File: src/rtl/ray_triangle_scheduler_pkg.sv
// Shared types and constants for the ray/triangle intersection front end.
package rt_pkg;

    localparam int unsigned D_BITS = 32;
    localparam int unsigned M_BITS = 12;
    localparam int unsigned Q_BITS = 16;

    // Three signed fixed-point components, index 0 = x.
    typedef logic signed [2:0][D_BITS-1:0] vec3_t;

    typedef enum logic [2:0] {
        IDLE,
        FETCH,
        CAPTURE,
        CREDIT,
        ISSUE,
        FLUSH,
        DRAIN,
        DONE
    } sched_state_t;

endpackage

File: src/rtl/ray_triangle_scheduler_credit_counter.sv
// Rays-in-flight counter: +1 per ray start, -1 per returned result, sticky underflow flag.
module credit_counter #(
    parameter int unsigned MAX_INFLIGHT = 4,
    parameter int unsigned CNT_BITS     = $clog2(MAX_INFLIGHT + 1)
) (
    input  logic                i_clock,
    input  logic                i_reset,
    input  logic                i_inc,
    input  logic                i_dec,
    output logic [CNT_BITS-1:0] o_count,
    output logic                o_overflow_err
);

    logic [CNT_BITS-1:0] r_count;
    logic                r_overflow_err;

    always_ff @(posedge i_clock or posedge i_reset) begin
        if (i_reset) begin
            r_count        <= '0;
            r_overflow_err <= 1'b0;
        end else if (i_inc && !i_dec) begin
            r_count <= r_count + CNT_BITS'(1);
        end else if (i_dec && !i_inc) begin
            // A result with nothing in flight is an upstream protocol error.
            if (r_count == '0) begin
                r_overflow_err <= 1'b1;
            end else begin
                r_count <= r_count - CNT_BITS'(1);
            end
        end
    end

    assign o_count        = r_count;
    assign o_overflow_err = r_overflow_err;

endmodule

File: src/rtl/ray_triangle_scheduler.sv
// Issues one job per (ray, triangle) pair, credit-limited, then a single flush job.
module ray_triangle_scheduler
    import rt_pkg::*;
#(
    parameter int unsigned R_BITS       = 16,
    parameter int unsigned MAX_INFLIGHT = 4
) (
    input  logic              i_clock,
    input  logic              i_reset,
    input  logic              i_start,
    input  logic [R_BITS-1:0] i_num_rays,
    input  logic [M_BITS-1:0] i_num_triangles,
    input  logic              i_ray_empty,
    output logic              o_ray_rd_en,
    input  vec3_t             i_ray_origin,
    input  vec3_t             i_ray_dir,
    input  logic              i_job_full,
    output logic              o_job_wr_en,
    output vec3_t             o_job_origin,
    output vec3_t             o_job_dir,
    output logic [M_BITS-1:0] o_job_triangle_id,
    output logic              o_job_flush,
    input  logic              i_result_valid,
    output logic              o_busy,
    output logic              o_done,
    output logic              o_overflow_err
);

    localparam int unsigned CNT_BITS = $clog2(MAX_INFLIGHT + 1);
    localparam logic [CNT_BITS-1:0] MAX_CNT = CNT_BITS'(MAX_INFLIGHT);

    sched_state_t        r_state, w_state_next;
    logic [R_BITS-1:0]   r_num_rays, r_rays_issued, r_results_seen, w_results_next;
    logic [M_BITS-1:0]   r_num_tri, r_tri_cnt;
    vec3_t               r_ray_origin, r_ray_dir;
    logic                r_job_wr_en, r_job_flush;
    vec3_t               r_job_origin, r_job_dir;
    logic [M_BITS-1:0]   r_job_id;
    logic [CNT_BITS-1:0] w_inflight;
    logic                w_push_ray, w_push_flush, w_last_tri, w_ray_rd_en;

    assign w_push_ray   = (r_state == ISSUE) && !i_job_full;
    assign w_push_flush = (r_state == FLUSH) && !i_job_full;
    assign w_last_tri   = (r_tri_cnt == r_num_tri - M_BITS'(1));

    assign w_results_next = (i_result_valid && (r_results_seen != r_num_rays))
                          ? r_results_seen + R_BITS'(1) : r_results_seen;

    credit_counter #(
        .MAX_INFLIGHT (MAX_INFLIGHT),
        .CNT_BITS     (CNT_BITS)
    ) u_credit (
        .i_clock        (i_clock),
        .i_reset        (i_reset),
        .i_inc          (w_push_ray && (r_tri_cnt == '0)),
        .i_dec          (i_result_valid),
        .o_count        (w_inflight),
        .o_overflow_err (o_overflow_err)
    );

    always_comb begin
        w_state_next = r_state;
        w_ray_rd_en  = 1'b0;
        case (r_state)
            IDLE: begin
                if (i_start) begin
                    if ((i_num_rays == '0) || (i_num_triangles == '0)) begin
                        w_state_next = DONE;
                    end else begin
                        w_state_next = FETCH;
                    end
                end
            end
            FETCH: begin
                if (!i_ray_empty) begin
                    w_ray_rd_en  = 1'b1;
                    w_state_next = CAPTURE;
                end
            end
            CAPTURE: w_state_next = CREDIT;
            CREDIT:  if (w_inflight < MAX_CNT) w_state_next = ISSUE;
            ISSUE: begin
                if (w_push_ray && w_last_tri) begin
                    w_state_next = (r_rays_issued + R_BITS'(1) < r_num_rays) ? FETCH : FLUSH;
                end
            end
            FLUSH:   if (!i_job_full) w_state_next = DRAIN;
            // Include this cycle's result so done follows the last result by one cycle.
            DRAIN:   if (w_results_next == r_num_rays) w_state_next = DONE;
            DONE:    w_state_next = IDLE;
            default: w_state_next = IDLE;
        endcase
    end

    always_ff @(posedge i_clock or posedge i_reset) begin
        if (i_reset) begin
            r_state        <= IDLE;
            r_num_rays     <= '0;
            r_num_tri      <= '0;
            r_tri_cnt      <= '0;
            r_rays_issued  <= '0;
            r_results_seen <= '0;
            r_ray_origin   <= '0;
            r_ray_dir      <= '0;
            r_job_wr_en    <= 1'b0;
            r_job_flush    <= 1'b0;
            r_job_origin   <= '0;
            r_job_dir      <= '0;
            r_job_id       <= '0;
        end else begin
            r_state        <= w_state_next;
            r_results_seen <= w_results_next;
            r_job_wr_en    <= w_push_ray || w_push_flush;
            if ((r_state == IDLE) && i_start) begin
                r_num_rays     <= i_num_rays;
                r_num_tri      <= i_num_triangles;
                r_rays_issued  <= '0;
                r_results_seen <= '0;
            end
            if (r_state == CAPTURE) begin
                r_ray_origin <= i_ray_origin;
                r_ray_dir    <= i_ray_dir;
                r_tri_cnt    <= '0;
            end
            if (w_push_ray) begin
                r_job_origin <= r_ray_origin;
                r_job_dir    <= r_ray_dir;
                r_job_id     <= r_tri_cnt;
                r_job_flush  <= 1'b0;
                r_tri_cnt    <= r_tri_cnt + M_BITS'(1);
                if (w_last_tri) begin
                    r_rays_issued <= r_rays_issued + R_BITS'(1);
                end
            end
            if (w_push_flush) begin
                r_job_origin <= '0;
                r_job_dir    <= '0;
                r_job_id     <= '0;
                r_job_flush  <= 1'b1;
            end
        end
    end

    assign o_ray_rd_en       = w_ray_rd_en;
    assign o_job_wr_en       = r_job_wr_en;
    assign o_job_origin      = r_job_origin;
    assign o_job_dir         = r_job_dir;
    assign o_job_triangle_id = r_job_id;
    assign o_job_flush       = r_job_flush;
    assign o_busy            = (r_state != IDLE);
    assign o_done            = (r_state == DONE);

endmodule

File: config.mk
export PLATFORM = sky130hd
export DESIGN_NAME = ray_triangle_scheduler
export DESIGN_NICKNAME = d
export VERILOG_FILES = /design/src/rtl/ray_triangle_scheduler_pkg.sv /design/src/rtl/ray_triangle_scheduler_credit_counter.sv /design/src/rtl/ray_triangle_scheduler.sv
export SDC_FILE = /design/constraint.sdc
export NUM_CORES = 1
export LEC_CHECK = 0
export ABC_AREA = 1
export CAP_MARGIN = 5
export CELL_PAD_IN_SITES_DETAIL_PLACEMENT = 1
export CELL_PAD_IN_SITES_GLOBAL_PLACEMENT = 1
export CORE_MARGIN = 5
export CORE_UTILIZATION = 39
export DETAILED_ROUTE_END_ITERATION = 12
export MAX_ROUTING_LAYER = met4
export PLACE_DENSITY = 0.88
export SLEW_MARGIN = 20
export SYNTH_ARGS = -nofsm -noshare
export SYNTH_HDL_FRONTEND = slang
export SYNTH_SLANG_ARGS = --single-unit
File: constraint.sdc
create_clock -name i_clock -period 20.4 [get_ports i_clock]
set_input_delay 4.08 -clock i_clock [delete_from_list [all_inputs] [get_ports i_clock]]
set_output_delay 4.08 -clock i_clock [all_outputs]
set_load 0.1 [all_outputs]
Word level (Yosys, flattened, before mapping)

Cells that the tools add are included.

Bits in registers: 477

$add $sub $neg: 6
$lt $le $gt $ge: 2
Equality and inequality tests: 17
Muxes and demuxes: 29
Bitwise logic cells: 1
Reductions and logical operators: 25

Operators with widths:

| cell                                                | count |
|---|---|
| 2-to-1 mux 96 bit                                   | 4 |
| 2-to-1 mux 16 bit                                   | 5 |
| 2-to-1 mux 12 bit                                   | 4 |
| 2-to-1 mux 3 bit                                    | 11 |
| adder 16 x 1 -> 16 bit (second input constant)      | 2 |
| zero test 12 bit                                    | 2 |
| one-hot mux 3 bit (8 select lines)                  | 1 |
| == test 16 bit                                      | 1 |
| zero test 16 bit                                    | 1 |
| less-than comparator 16 bit                         | 1 |
| != test 16 bit                                      | 1 |
| adder 12 x 1 -> 12 bit (second input constant)      | 1 |
| == test 12 bit                                      | 1 |
| == test 3 bit (second input constant)               | 4 |
| subtractor 12 x 1 -> 12 bit (second input constant) | 1 |
| != test 2 bit (second input constant)               | 5 |
| logical AND 1 bit                                   | 8 |
| == test 3 x 2 -> 1 bit (second input constant)      | 2 |
| zero test 3 bit                                     | 2 |
| AND reduction 6 bit                                 | 1 |
| nonzero test 2 bit                                  | 3 |
| 2-to-1 mux 1 bit                                    | 4 |
| != test 2 x 1 -> 1 bit (second input constant)      | 2 |
| adder 3 x 1 -> 3 bit (second input constant)        | 1 |
| 9 further kinds                                     | 12 |

Longest topological paths before layout

Word-level depth: 7
Gate-level depth with buffers: 19

Hierarchy

From an unflattened synthesis, not the netlist that was laid out.

Cell total of the unflattened synthesis: 2191
Area total of the unflattened synthesis: 20270.7 µm²

Modules (own cells, without submodules):

| module                 | times used | cells each | area an instance (µm²) | sequential area each (µm²) |
|---|---|---|---|---|
| ray_triangle_scheduler | 1          | 2156       | 19999.2                | 11836.4 |
| credit_counter         | 1          | 35         | 271.5                  | 100.1 |

Least setup slack after synthesis

No wires, ideal clock.

Kind: input to output
Start point: in i_ray_empty
End point: out o_ray_rd_en
Arrival: 6.143 ns
Slack: 10.177 ns
Cell stages on the path: 1
Cells stage by stage: nor3_1

Cells in the longest elaborated chain, start to end: 2

Ends and longest elaborated chain:

| what             | line                         | RTL |
|---|---|---|
| from (decl)      | ray_triangle_scheduler.sv:13 | `input logic i_ray_empty,` |
| 2-to-1 mux 1 bit | ray_triangle_scheduler.sv:75 | `if (!i_ray_empty) begin` |
| 2-to-1 mux 1 bit | ray_triangle_scheduler.sv:64 | `case (r_state)` |
| to (decl)        | ray_triangle_scheduler.sv:14 | `output logic o_ray_rd_en,` |

No other way between the ends.

Worst setup path after layout

Ends and elaborated chain as after synthesis.

==> impl_metrics.csv <==
group,metric,value,unit
clock_network,cts_resized,0,
logic_synthesis,yosysWarnings,0,
floorplan,start_util,39.4,%
clock_network,cts_made_buffers,52,
setup_path,path_class,"input pin to primary output",
route,drc,0,
route,drt-pass1-iter-count,5,
logic_synthesis,postSynthCellCount,2145,
timing,slew_violations,0,
setup_path,cp_cell_sequence,"clkdlybuf4s50_1, nor3_1, clkdlybuf4s50_1",
route,via_count,17100,
global_route,grt_pass1_wl,112000,um
placed_design,routabilityCongestion,0.858,
global_route,grt_max_degree,178,
power_and_ir_drop,ir_worst_vdd,143,uV
placed_design,io_buffers,435,
floorplan,rows,83,
finish,drive_above_1_share,8.00,%
global_route,antenna_found_initial,6,
logic_synthesis,synth_edf_count,0,
logic_synthesis,syn_nets,2394,
timing,period_share,48.8,%
setup_path,cp_max_fo,2,
timing,fmax,0.100,GHz
route,dr.first_iter.drc_count,1153,
floorplan,die_w,238,um
outcome,outcome,"complete, no violations",
logic_synthesis,synth.avg_cell_area,9.41,um2
logic_synthesis,synthesis.area,20200,um2
clock_network,clock_sinks,477,
timing,tightest_slew,1140,ps
timing,tns,0,ps
global_route,grt_pass1_vias,19100,
worst_hold_path,hp-class,"flop to flop",
route,vias_per_cell,5.26,
logic_synthesis,synth.distinct_cells,36,
timing,clock-skew-final,36.9,ps
timing,period_minus_slack,9960,ps
run,drv_cap,0,
timing,setup_violations,0,
logic_synthesis,synth_top_area_share,59.1,%
clock_network,tritoncts,"built",
logic_synthesis,synthFlopType,"dfrtp_1",
route,wl_per_cell,22.2,um
logic_synthesis,synth_seq_cells,477,
finish,nets,2780,
global_route,grt.total_usage,25.7,%
timing,rsz0062_at_grt,"false",
route,wl,72500,um
floorplan,dieArea,56400,um2
setup_path,max_stage_delay,1160,ps
logic_synthesis,yosysTopAreaCell,"dfrtp_1",
finish,instances_no_fill,3261,
power_and_ir_drop,power_density,196,nW/um2
finish,final_util,52.5,%
floorplan,io_pins,436,
clock_network,cts-hold-fix-buffers,0,
clock_network,insertion_delay,630,ps
placed_design,hpwl,46100,um
clock_network,h-tree-depth,2,
route,ant_nets,0,
power_and_ir_drop,p_leak,12.4,nW
logic_synthesis,seq_area_frac_synth,59.1,%
power_and_ir_drop,p_total,0.00529,W
clock_network,clk_pin_slew,60,ps
clock_network,root_buffer,"clkbuf_16",
global_route,grt-ovfl-total,0,
clock_network,clock_path_buffers,3,
timing,hold_violations,0,
setup_path,cp-end-kind,"primary output",
setup_path,required,16320,ps
setup_path,cp_slowest_cell,"clkdlybuf4s50_1",
timing,slew_headroom,23.5,%
placed_design,placed_cells,3157,
setup_path,cp-start-kind,"input pin",
setup_path,arrival,5880,ps
floorplan,dieHeight,238,um
finish,areaGrowthSynthToFinish,33.5,%
setup_path,path_common_cell,"clkdlybuf4s50_1",
floorplan,core,51300,um2
logic_synthesis,async_reset_ff_share,100,%
logic_synthesis,synthTopCellsByArea,"dfrtp_1 (59%), nand2_1 (6.6%), a21oi_1 (5.3%)",
clock_network,post-cts-setup-buffer-count,0,
-- metrics by stage --
step                      area [um2]  hold WS [ps]  setup slack (ps)
after floorplan                20200           461              3010
after global placement         25100           451             10340
final                          27000           475             10440
after global routing           27000           496             10370
after CTS                      26900           479             10410
after detailed placement       25100           465             10450
-- worst paths after layout --
path / start / end / slack (ps) / depth (start not counted)
max: i_ray_empty / o_ray_rd_en / 10440 / 3
min: u_credit.o_overflow_err / u_credit.o_overflow_err / 480 / 1
max reg2reg: r_state[0] / o_job_origin[3] / 16790 / 9
min reg2reg: u_credit.o_overflow_err / u_credit.o_overflow_err / 480 / 1
max in group asynchronous: i_reset / r_num_tri[0] / 14740 / 3
min in group asynchronous: i_reset / o_job_origin[90] / 4000 / 2
-- Yosys cell counts (7+ instances only) --
cell type	instances
a21oi_1	212
buf_1	14
buf_2	7
clkbuf_1	92
dfrtp_1	477
ha_1	22
inv_1	220
mux2_2	82
nand2_1	353
nand3_1	180
nand4_1	12
nor2_1	183
nor3_1	16
nor4_1	13
o21ai_0	173
xnor2_1	8
xor2_1	38
-- sequential cells by signal, summed over array words and instances (netlist names), 3 cells and up --
name               count
r_tri_cnt             12
u_credit.o_count       3
r_num_tri             12
r_rays_issued         16
r_ray_origin          96
r_results_seen        16
o_job_dir             96
o_job_triangle_id     12
r_state                3
r_num_rays            16
o_job_origin          96
r_ray_dir             96
-- placed cells by master, fill, tap and decap left out, types with 16 or more instances in the layout --
cell type,instances
nand3_1,180
o21ai_0,173
nor2_1,182
xor2_1,38
dfrtp_1,477
inv_1,219
mux2_2,82
clkdlybuf4s50_1,433
clkbuf_16,52
a21oi_1,212
nor3_1,16
ha_1,22
nand2_1,351
-- cell type report --
class	count	area, um2
Tap cell	680	851
Clock buffer	78	1540
Clock inverter	20	294
Multi-Input combinational cell	1328	6980
Inverter	225	860
Antenna cell	6	15.0
Sequential cell	477	11900
Timing Repair Buffer	447	4470
Fill cell	5699	24300
-- kinds of logic (layout without fill, tap and decap cells) --
logic type / Yosys count / in the layout / synth area share (%)
muxes: 83 / 83 / 4.62
DFF: 477 / 477 / 59.1
AOI/OAI and AO/OA: 399 / 399 / 10.0
other: 0 / 6 / 0
buffers and inverters: 340 / 770 / 6.44
xor gates and xnor gates: 46 / 46 / 2.00
and+or+nand+nor: 777 / 777 / 16.3
adders and majority gates: 23 / 23 / 1.46
-- worst max-delay path: cells and delay by family --
family / cells / cell delay (ps)
AND/OR/NAND/NOR: 1 / 190
buffers and inverters: 2 / 1600
-- power breakdown --
group          internal (W)  leakage, nW  switching [W]
logic              0.000670         5.60        0.00203
clock network      0.000589        0.892       0.000415
registers           0.00135         5.88       0.000237
-- per-layer routing --
| metal | routed length (um) | track usage, % | up-vias | part of all wire (%) |
|---|---|---|---|---|
| li1 | - | - | 7744 | - |
| met1 | 27200 | 29.0 | 8679 | 37 |
| met2 | 36800 | 43.7 | 545 | 51 |
| met3 | 5270 | 7.18 | 170 | 7.3 |
| met4 | 3280 | 9.99 | 0 | 4.5 |
| met5 | 0 | - | - | 0 |
Power figures use the tool's default switching activity.
